### config.mk
export PLATFORM = sky130hd
export DESIGN_NAME = legv8_multicycle_control
export DESIGN_NICKNAME = d
export VERILOG_FILES = /design/src/rtl/legv8_multicycle_control.sv
export SDC_FILE = /design/constraint.sdc
export NUM_CORES = 1
export LEC_CHECK = 0
export CORE_MARGIN = 1
export CORE_UTILIZATION = 48
export CTS_CLUSTER_SIZE = 12
export DETAILED_ROUTE_END_ITERATION = 7
export PLACE_DENSITY = 0.84
export SETUP_SLACK_MARGIN = 0.3
export SLEW_MARGIN = 30
export SYNTH_ARGS = -nofsm -noshare
export SYNTH_HDL_FRONTEND = slang
export SYNTH_SLANG_ARGS = --single-unit
export TNS_END_PERCENT = 1
### constraint.sdc
create_clock -name clk -period 3 [get_ports clk]
set_clock_uncertainty 0.15 [all_clocks]
set_input_delay 0.3 -clock clk [delete_from_list [all_inputs] [get_ports clk]]
set_output_delay 0.3 -clock clk [all_outputs]
set_load 0.01 [all_outputs]
### src/rtl/legv8_multicycle_control.sv
// LEGv8 multi-cycle main control FSM: sequences fetch/decode/execute/memory/
// writeback, drives every datapath enable and mux select, and emits ALUOp.
module legv8_multicycle_control #(
    parameter int MEM_TIMEOUT = 15,
    parameter int CNT_W       = 4
) (
    input  logic        clk,
    input  logic        rst_n,
    input  logic [10:0] OpCode,
    input  logic        mem_ready,
    output logic [1:0]  ALUOp,
    output logic        ALUSrcA,
    output logic [1:0]  ALUSrcB,
    output logic        IorD,
    output logic        MemRead,
    output logic        MemWrite,
    output logic        IRWrite,
    output logic        PCWrite,
    output logic        PCWriteCond,
    output logic        PCSource,
    output logic        Reg2Loc,
    output logic        RegWrite,
    output logic        MemToReg,
    output logic [1:0]  fault,
    output logic [3:0]  state_dbg
);

    typedef enum logic [3:0] {
        IDLE      = 4'd0,
        FETCH     = 4'd1,
        DECODE    = 4'd2,
        EXEC_R    = 4'd3,
        R_WB      = 4'd4,
        MEM_ADDR  = 4'd5,
        MEM_READ  = 4'd6,
        LOAD_WB   = 4'd7,
        MEM_WRITE = 4'd8,
        BR_CBZ    = 4'd9,
        BR_B      = 4'd10,
        FAULT     = 4'd15
    } state_t;

    localparam logic [10:0] OP_ADD  = 11'b10001011000;
    localparam logic [10:0] OP_SUB  = 11'b11001011000;
    localparam logic [10:0] OP_AND  = 11'b10001010000;
    localparam logic [10:0] OP_ORR  = 11'b10101010000;
    localparam logic [10:0] OP_LDUR = 11'b11111000010;
    localparam logic [10:0] OP_STUR = 11'b11111000000;

    state_t             state, state_next;
    logic [1:0]         fault_next;
    logic [CNT_W-1:0]   wait_cnt;
    logic               is_rtype, is_ldur, is_stur, is_cbz, is_b;
    logic               in_mem_wait, timed_out;

    assign is_rtype = (OpCode == OP_ADD) || (OpCode == OP_SUB) ||
                      (OpCode == OP_AND) || (OpCode == OP_ORR);
    assign is_ldur  = (OpCode == OP_LDUR);
    assign is_stur  = (OpCode == OP_STUR);
    assign is_cbz   = (OpCode[10:3] == 8'b10110100);
    assign is_b     = (OpCode[10:5] == 6'b000101);

    assign in_mem_wait = (state == FETCH) || (state == MEM_READ) || (state == MEM_WRITE);
    // A ready on the very cycle the counter hits the limit still completes normally.
    assign timed_out   = (wait_cnt == CNT_W'(MEM_TIMEOUT)) && !mem_ready;

    assign state_dbg = state;

    // NOTE: non-blocking assignments keep every register sampling pre-edge values.
    always_ff @(posedge clk or negedge rst_n) begin
        if (!rst_n) begin
            state    <= IDLE;
            fault    <= 2'b00;
            wait_cnt <= '0;
        end else begin
            state <= state_next;
            fault <= fault_next;
            if (state_next != state)
                wait_cnt <= '0;
            else if (in_mem_wait && !mem_ready)
                wait_cnt <= wait_cnt + CNT_W'(1);
        end
    end

    // NOTE: every output gets a default first so no path through the case infers a latch.
    always_comb begin
        state_next  = state;
        fault_next  = fault;
        ALUOp       = 2'b00;
        ALUSrcA     = 1'b0;
        ALUSrcB     = 2'b00;
        IorD        = 1'b0;
        MemRead     = 1'b0;
        MemWrite    = 1'b0;
        IRWrite     = 1'b0;
        PCWrite     = 1'b0;
        PCWriteCond = 1'b0;
        PCSource    = 1'b0;
        Reg2Loc     = 1'b0;
        RegWrite    = 1'b0;
        MemToReg    = 1'b0;

        case (state)
            IDLE: state_next = FETCH;
            FETCH: begin
                MemRead = 1'b1;
                ALUSrcB = 2'b01;
                if (mem_ready) begin
                    IRWrite    = 1'b1;
                    PCWrite    = 1'b1;
                    state_next = DECODE;
                end else if (timed_out) begin
                    state_next = FAULT;
                    fault_next = 2'b10;
                end
            end
            DECODE: begin
                ALUSrcB = 2'b11;
                Reg2Loc = is_stur || is_cbz;
                if (is_rtype)               state_next = EXEC_R;
                else if (is_ldur || is_stur) state_next = MEM_ADDR;
                else if (is_cbz)            state_next = BR_CBZ;
                else if (is_b)              state_next = BR_B;
                else begin
                    state_next = FAULT;
                    fault_next = 2'b01;
                end
            end
            EXEC_R: begin
                ALUSrcA    = 1'b1;
                ALUOp      = 2'b10;
                state_next = R_WB;
            end
            R_WB: begin
                RegWrite   = 1'b1;
                state_next = FETCH;
            end
            MEM_ADDR: begin
                ALUSrcA    = 1'b1;
                ALUSrcB    = 2'b10;
                Reg2Loc    = is_stur;
                state_next = is_stur ? MEM_WRITE : MEM_READ;
            end
            MEM_READ: begin
                MemRead = 1'b1;
                IorD    = 1'b1;
                if (mem_ready) state_next = LOAD_WB;
                else if (timed_out) begin
                    state_next = FAULT;
                    fault_next = 2'b10;
                end
            end
            LOAD_WB: begin
                RegWrite   = 1'b1;
                MemToReg   = 1'b1;
                state_next = FETCH;
            end
            MEM_WRITE: begin
                MemWrite = 1'b1;
                IorD     = 1'b1;
                Reg2Loc  = 1'b1;
                if (mem_ready) state_next = FETCH;
                else if (timed_out) begin
                    state_next = FAULT;
                    fault_next = 2'b10;
                end
            end
            BR_CBZ: begin
                ALUOp       = 2'b01;
                PCWriteCond = 1'b1;
                PCSource    = 1'b1;
                state_next  = FETCH;
            end
            BR_B: begin
                PCWrite    = 1'b1;
                PCSource   = 1'b1;
                state_next = FETCH;
            end
            FAULT: state_next = FAULT;
            default: state_next = IDLE;
        endcase
    end

endmodule

# After elaboration in Yosys (flattened, before gate mapping)
# Cells that the tools add are included.
# W data, S select, Z words.
dict set report word_totals {
  romBits 0
  input_bits 14
  latch_bits 0
  reg_bits 10
  wordCells 85
  out_inout_bits 21
  n_memories 0
  mem_bits_rw 0
}
dict set report classes {
  n_div 0
  mul 0
  n_bitwise 0
  n_reduce_logical 21
  n_lt_le_gt_ge 0
  add_sub_neg 1
  n_mux 33
  eq_ne 27
  shifts 0
}
# op n
set op_table {}
lappend op_table {{$eq A11 B11 Y1 const B} 6}
lappend op_table {{$mux W4} 9}
lappend op_table {{$pmux W4 S8} 1}
lappend op_table {{$eq A4 B4 Y1 const B} 5}
lappend op_table {{$eq A4 B3 Y1 const B} 4}
lappend op_table {{$mux W2} 6}
lappend op_table {{$mux W1} 10}
lappend op_table {{$ne A2 B2 Y1 const B} 5}
lappend op_table {{$reduce_or A2 Y1} 5}
lappend op_table {{$eq A4 B2 Y1 const B} 2}
lappend op_table {{$eq A8 B8 Y1 const B} 1}
lappend op_table {{$pmux W2 S2} 2}
lappend op_table {{$logic_or A1 B1 Y1} 7}
lappend op_table {{$reduce_and A7 Y1} 1}
lappend op_table {{$eq A6 B3 Y1 const B} 1}
lappend op_table {{$mux W3} 2}
lappend op_table {{$pmux W2 S3} 1}
lappend op_table {{$reduce_or A5 Y1} 1}
lappend op_table {{$add A4 B1 Y4 const B} 1}
lappend op_table {{$eq A4 B1 Y1 const B} 1}
lappend op_table {{$logic_not A4 Y1} 1}
lappend op_table {{$ne A4 B4 Y1} 1}
lappend op_table {{$reduce_bool A2 Y1} 2}
lappend op_table {{$pmux W1 S3} 1}
lappend op_table {{other kinds (5)} 6}

# Logic depth before layout (Yosys ltp)
# Gate-level depths: netlist of run 1.
dict set report logic_depth {
  word_depth 8
  depth_mapped 7
  depth_no_buf 7
}

# Worst setup path after synthesis of run 1
# OpenSTA, ideal clock, no wires.
dict set report synth_path {
  kind {register -> register}
  start {register state[3], in the netlist state_dbg[3]}
  end {register wait_cnt[0]}
  synth_period_minus_slack_ns 2.095
  setup_time_ns 0.101
  required_time_ns 2.749
  arrival_time_ns 1.844
  path_stages_with_launch 8
  path_buffers 1
  slack_ns 0.905
  cell_sequence {dfrtp_1 -> buf_4 -> or4b_4 -> nand2_1 -> o32ai_1 -> nand3_2 -> xor2_2 -> nor4_1}
}
dict set report synth_between {
  elab_chain_cells 5
  elab_cells_between_ends 24
  cone_classes {eq/ne: 12; mux: 6; reduce/logical: 6}
}
# element line
set synth_lines {}
lappend synth_lines {{start: declaration} 50} ;# state_t state, state_next;
lappend synth_lines {{start signal: assignment} 76} ;# state <= state_next;
lappend synth_lines {{$eq A4 B4 Y1 (tied with other cells)} 103} ;# case (state)
lappend synth_lines {{$reduce_or A5 Y1 (no source line)} --}
lappend synth_lines {{$pmux W4 S8 *} 103}
lappend synth_lines {{named net state_next[1]} 50}
lappend synth_lines {{$ne A4 B4 Y1 *} 78} ;# if (state_next != state)
lappend synth_lines {{$mux W4 or $reduce_bool A2 Y1 (tied branches)} --}
lappend synth_lines {{end signal: assignment} 81} ;# wait_cnt <= wait_cnt + CNT_W'(1);
lappend synth_lines {{end: declaration} 52} ;# logic [CNT_W-1:0] wait_cnt;
# Mark *: on every way through the listed nets, which the timed path passes. The rest lies on a longest branch.
# A chain may end at the register's enable or synchronous reset.

# Worst setup path in the final report of run 1
dict set report layout_path {
  start {register state[2], in the netlist state_dbg[2]}
  end {output MemWrite}
}
dict set report layout_between {
  elab_chain_cells 2
}
# element line
set layout_lines {}
lappend layout_lines {{$eq A4 B4 Y1} 103}
lappend layout_lines {{$mux W1} 103}
lappend layout_lines {{end: declaration} 16} ;# output logic MemWrite,
# No other way between the ends.

==> results of run 1 <==
cells in the mapped netlist, types with 2 or more instances:
library cell  instances
a21oi_1              11
and3_1                5
buf_2                 3
buf_4                 2
clkbuf_1              2
dfrtp_1              10
inv_1                 5
nand2_1               6
nand3_1               3
nand3b_1              2
nor2_1               13
nor2b_1               5
nor3_1                5
nor3b_1               3
nor4_1                5
o21a_1                2
o21ai_0               4
o21ai_1               3
o32ai_1               2
or3_1                 2
or4b_4                2
xnor2_1               3
xor2_1                3
layer usage:
layer	global-route usage (%)	up-vias	routed length, microns
met5	0	-	0
met4	9.44	0	21
met3	1.51	4	103
met2	40.3	45	1190
met1	34.3	483	1210
li1	-	532	-
power groups by stage:
| stage | clock network (W) | logic [W] | registers [W] |
|---|---|---|---|
| detailed placement | 0 | 0.000901 | 0.000243 |
| floorplan | 0 | 0.000600 | 0.000214 |
| global placement | 0 | 0.000892 | 0.000241 |
| CTS | 0.0000902 | 0.000903 | 0.000239 |
| finish | 0.0000886 | 0.000902 | 0.000244 |
| global route | 0.0000951 | 0.000994 | 0.000256 |
kinds of logic (layout without fill, tap and decap cells):
logic type / after synthesis / in the layout / synth area share (%)
xor+xnor: 7 / 7 / 6.80
flops: 10 / 10 / 24.7
buf+inv: 14 / 47 / 6.30
fa+ha+maj: 1 / 1 / 1.24
mux: 1 / 1 / 0.989
compound gates: 30 / 30 / 20.4
simple gates: 63 / 63 / 39.6
worst max-delay path, stage by stage, from the launching register on:
cell and delay (ps):
dfrtp_2 520, nand2b_1 230, or3_1 430, inv_2 120
clkdlybuf4s50_1 540
area by class of cell:
| cell class | count | area [sq um] |
|---|---|---|
| Fill cell | 150 | 578 |
| Sequential cell | 10 | 253 |
| Clock buffer | 3 | 22.5 |
| Multi-Input combinational cell | 102 | 703 |
| Inverter | 6 | 22.5 |
| Tap cell | 27 | 33.8 |
| Timing Repair Buffer | 38 | 369 |
metrics by stage:
step,power [W],hold WS (ps)
6_report,0.00123,188
5_1_grt,0.00134,238
4_1_cts,0.00123,206
3_5_place_dp,0.00114,328
3_3_place_gp,0.00113,315
2_1_floorplan,0.000814,-146
worst min-delay path by stage:
stage | end | slack [ps] | cells after the start
floorplan | fault[0] | -150 | 0
global placement | fault[1] | 310 | 1
detailed placement | fault[1] | 330 | 1
CTS | wait_cnt[1] | 210 | 1
global route | wait_cnt[0] | 240 | 1
finish | wait_cnt[1] | 190 | 1
flip-flops by register name, summed over array words and instances (netlist names):
signal	count
state_dbg	4
wait_cnt	4
fault	2
repair_timing:
action                                  4_1_cts  5_1_grt
resized for setup                             2        2
gates cloned                                  0        0
endpoints found under the setup margin        1        1
hold buffers                                  0        0
==> out/summary.txt, run 1 <==
Gate Count Post-Synth -> 126
initial antenna violation count -> 0
Critical R2R Capture -> wait_cnt[1]
drt drc -> 0
fin crit period -> 2550 ps
top cells by area, synth -> dfrtp_1, a21oi_1, nor2_1, and3_1, nor2b_1
final setup violation count -> 0
commonest cells after routing, fill and taps aside -> clkdlybuf4s50_1, nor2_1, a21oi_1, dfrtp_1, nand2_1
die width -> 47.9 microns
WL final -> 2.52 mm
placed insts -> 183
ys flop type -> dfrtp_1
total number of vias -> 1064
crit path capture -> MemWrite
Mapped Area -> 1010 sq um
DR pass1 iterations -> 4
syn_area_per_cell -> 8.03 sq um
Ys Warns -> 0
grt total ovfl -> 0
Slew HR -> 66.9%
Core Util, Final -> 70.8%
die area -> 2300 sq um
htree depth -> 1
# diodes -> 0
Setup TNS -> 0 ps
top-area cell type share of the netlist area -> 24.7%
Clock Tree Buf Depth -> 2
worst slew pin tran -> 489 ps
sequential fraction of the synthesis area -> 24.7%
layout cells sized above 1 -> 13.2%
Clock Tree Root -> clkbuf_4
power per cell area -> 879 nW/um^2
asr flop ratio synth -> 100%
TritonCTS buffer count -> 3
fin. max-slew vios -> 0
CP arrival -> 2100 ps
Sw Pwr -> 0.000587 W
largest net degree at the start of global routing -> 25
Post-Syn Nets -> 141
Initial DRC Count -> 29
Comb pwr share -> 73.1%
Netlist cell types -> 48
die height -> 47.9 microns
Max Freq -> 393 MHz
vias in the first global route -> 928
port bufs -> 34
Clock Power Share -> 7.2%
RSZ-0062 raised after global routing -> false
core area -> 1980 sq um
GPL Wtd Cong -> 0.935
Wirelength per Cell -> 13.6 microns
Reg2Reg Setup Slack -> 760 ps
number of clock sinks -> 10
Worst Setup SP -> state_dbg[2]
top-level I/O count -> 35
post-layout instance area -> 1400 sq um
pre-CTS WS -> 127 ps
Tot GR Track Use -> 24.7%
Area Overhead vs Synth -> 38.7%
CP startpoint kind -> register
switching part of the total power -> 47.5%
Hold Vio Cnt, Final -> 0
synthesized flop and latch total -> 10
Critical R2R Launch -> state_dbg[0]
final worst path period share -> 84.9%
Pleak -> 0.567 nW
Post-CTS Setup Repair Bufs -> 0
Reg power frac -> 19.7%
Worst EP required -> 2550 ps
Peak supply drop -> 474 uV
Max Cap Viol -> 0
worst setup path class -> reg2out
clock-pin transition on the worst setup and hold timing paths -> 60 ps
most common cell after layout, fill and taps aside -> clkdlybuf4s50_1
Non-Filler Instances -> 186
first-pass GRT wire length -> 4.03 mm
status -> finished clean
Register-to-Register Path Depth -> 7
area leader, netlist -> dfrtp_1
count of flip-flops with a built-in enable after synthesis -> 0
Initial Util -> 51.1%
DRT antenna net count -> 0
Hold/Removal Path Class -> in2async
final worst slack -> 453 ps
Nets -> 176
Worst-Skew Late Latency -> 260 ps
Area after DPL -> 1380 sq um
Via-to-Cell Ratio -> 5.72
CTS tree -> yes
internal power -> 0.000648 W
post-DP HPWL -> 2.00 mm
endpoint class of the critical path -> output port
# rows -> 16
CP max FO -> 18
(Power assumes the default switching activity.)
==> inputs of run 2 (changes only) <==
--- a/config.mk
+++ b/config.mk
@@ -6,10 +6,10 @@
 export NUM_CORES = 1
 export LEC_CHECK = 0
 export CORE_MARGIN = 1
-export CORE_UTILIZATION = 48
+export CORE_UTILIZATION = 45
 export CTS_CLUSTER_SIZE = 12
 export DETAILED_ROUTE_END_ITERATION = 7
-export PLACE_DENSITY = 0.84
+export PLACE_DENSITY = 0.8
 export SETUP_SLACK_MARGIN = 0.3
 export SLEW_MARGIN = 30
 export SYNTH_ARGS = -nofsm -noshare
==> constraint.sdc (replaced) <==
create_clock -name clk -period 2.5 [get_ports clk]
set_clock_uncertainty 0.15 [all_clocks]
set_input_delay 0.25 -clock clk [delete_from_list [all_inputs] [get_ports clk]]
set_output_delay 0.25 -clock clk [all_outputs]
set_load 0.01 [all_outputs]
==> out/summary.txt, run 2 (same netlist as run 1, synthesis figures left out) <==
status -> finished clean
Filler cells -> 133 (-11%)
port bufs -> 34 (unchanged)
Max Cap Viol -> 0 (unchanged)
most common cell after layout, fill and taps aside -> buf_4
CP startpoint kind -> register
Worst-Skew Late Latency -> 280 ps (+20 ps)
GPL Wtd Cong -> 0.852 (-8.9%)
grt met2 use -> 47.3% (+7.0 points)
die width -> 49.4 microns (+3.1%)
endpoint class of the critical path -> register
# rows -> 16 (unchanged)
core area -> 2040 sq um (+3.0%)
initial antenna violation count -> 0 (unchanged)
Clock Tree Buf Depth -> 2 (unchanged)
busiest grt layer -> met2
internal power -> 0.000921 W (+42%)
WP depth -> 7 (+3)
commonest cells after routing, fill and taps aside -> buf_4, clkdlybuf4s50_1, dlymetal6s2s_1, nor2_1, a21oi_1
htree depth -> 1 (unchanged)
Initial DRC Count -> 32 (+10%)
TritonCTS buffer count -> 3 (unchanged)
Hold/Removal Path Class -> in2async
Core Util, Final -> 83.0% (+12 points)
Worst Path Buf+Inv -> 1 (-1)
Via-to-Cell Ratio -> 5.80 (+1.5%)
worst slew pin tran -> 443 ps (-46.1 ps)
M1 GR Usage -> 29.9% (-4.5 points)
Pleak -> 0.927 nW (+63%)
Initial Util -> 49.6% (-1.5 points)
switching part of the total power -> 47.8% (+0.30 points)
largest net degree at the start of global routing -> 13 (-48%)
DRT antenna net count -> 0 (unchanged)
Wirelength per Cell -> 15.5 microns (+15%)
worst setup path class -> reg2reg
first-pass GRT wire length -> 5.07 mm (+26%)
CP arrival -> 2320 ps (+220 ps)
Clock Power Share -> 8.6% (+1.4 points)
CP max FO -> 9 (-9)
post-DP HPWL -> 2.43 mm (+22%)
CTS tree -> yes
Max Freq -> 433 MHz
final worst path period share -> 92.3%
Reg power frac -> 15.4% (-4.3 points)
crit-path leading delay family -> simple AND/OR/NAND/NOR gates
WL final -> 3.25 mm (+29%)
Peak supply drop -> 842 uV (+78%)
DR pass1 iterations -> 4 (unchanged)
Critical R2R Capture -> wait_cnt[0]
Clock Tree Root -> clkbuf_4
CP peak stage delay -> 520 ps (-20 ps)
fin. max-slew vios -> 0 (unchanged)
RSZ-0062 raised after global routing -> true
drt drc -> 0 (unchanged)
Critical R2R Launch -> state_dbg[1]
Worst EP required -> 2510 ps (-40 ps)
crit-path cells -> buf_4, or4b_1, a21oi_1, o32ai_1, nand3_1, xor2_2, nor4_1
met3 capacity usage during global routing -> 7.17% (+5.7 points)
number of clock sinks -> 10 (unchanged)
Hold Vio Cnt, Final -> 0 (unchanged)
Reg2Reg Setup Slack -> 190 ps (-570 ps)
final setup violation count -> 0 (unchanged)
power per cell area -> 1040 nW/um^2 (+19%)
Setup TNS -> 0 ps (unchanged)
clock-pin transition on the worst setup and hold timing paths -> 70 ps (about the same)
Comb pwr share -> 76.0% (+2.9 points)
Tot GR Track Use -> 26.9% (+2.2 points)
top-level I/O count -> 35 (unchanged)
Power Total -> 0.00177 W (+43%)
grt total ovfl -> 0 (unchanged)
fin crit period -> 2310 ps
vias in the first global route -> 1253 (+35%)
Register-to-Register Path Depth -> 7 (unchanged)
hold_buf cts -> 0 (unchanged)
die area -> 2440 sq um (+6.4%)
Slew HR -> 70.4% (+3.4 points)
Area after DPL -> 1540 sq um (+12%)
Nets -> 198 (+13%)
die height -> 49.4 microns (+3.1%)
post-layout instance area -> 1690 sq um (+21%)
layout cells sized above 1 -> 29.7% (+16 points)
Area Overhead vs Synth -> 67.4%
total number of vias -> 1213 (+14%)
slowest CP cell -> or4b_1
Sw Pwr -> 0.000844 W (+44%)
# diodes -> 0 (unchanged)
==> run 2: area by class of cell <==
type	count	area [sq um]	share of cell area, %
inverters	6	22.5	1.33
clock buffers	4	36.3	2.14
flip-flops and latches	10	253	14.9
multi-input cells	102	773	45.6
well taps	27	33.8	1.99
repair buffers	60	576	34.0
==> run 2: metrics by stage <==
step	hold slack, ps	cells	setup WS (ps)
3_3_place_gp	318	205	-196
3_5_place_dp	323	205	-274
2_1_floorplan	-196	126	405
4_1_cts	135	209	79.8
5_1_grt	176	209	127
6_report	127	209	192
==> run 2: power by group through the flow <==
stage	clock network, W	registers [W]	logic (W)
CTS	0.000155	0.000261	0.00123
floorplan	0	0.000257	0.000720
global placement	0	0.000260	0.00118
global route	0.000165	0.000279	0.00143
detailed placement	0	0.000262	0.00122
finish	0.000152	0.000271	0.00134
==> run 2: worst max path at each step <==
| stage | start | end |
|---|---|---|
| after floorplan | state_dbg[3] | wait_cnt[0] |
| after global placement | OpCode[0] | Reg2Loc |
| after detailed placement | OpCode[0] | Reg2Loc |
| after CTS | OpCode[0] | Reg2Loc |
| after global routing | state_dbg[1] | wait_cnt[0] |
| final | state_dbg[1] | wait_cnt[0] |
==> run 2: per-layer routing <==
layer	part of all wire, %	vias to the layer above
li1	-	576
met1	39	564
met2	53	60
met3	5.1	13
met4	2.7	0
met5	0	-
==> run 2: what timing repair did <==
action                                  in CTS  in global routing
endpoints found under the setup margin      19                 19
setup buffers                                0                  0
resized for setup                            7                 33
cloned                                       0                  0
pin swaps                                    0                  7
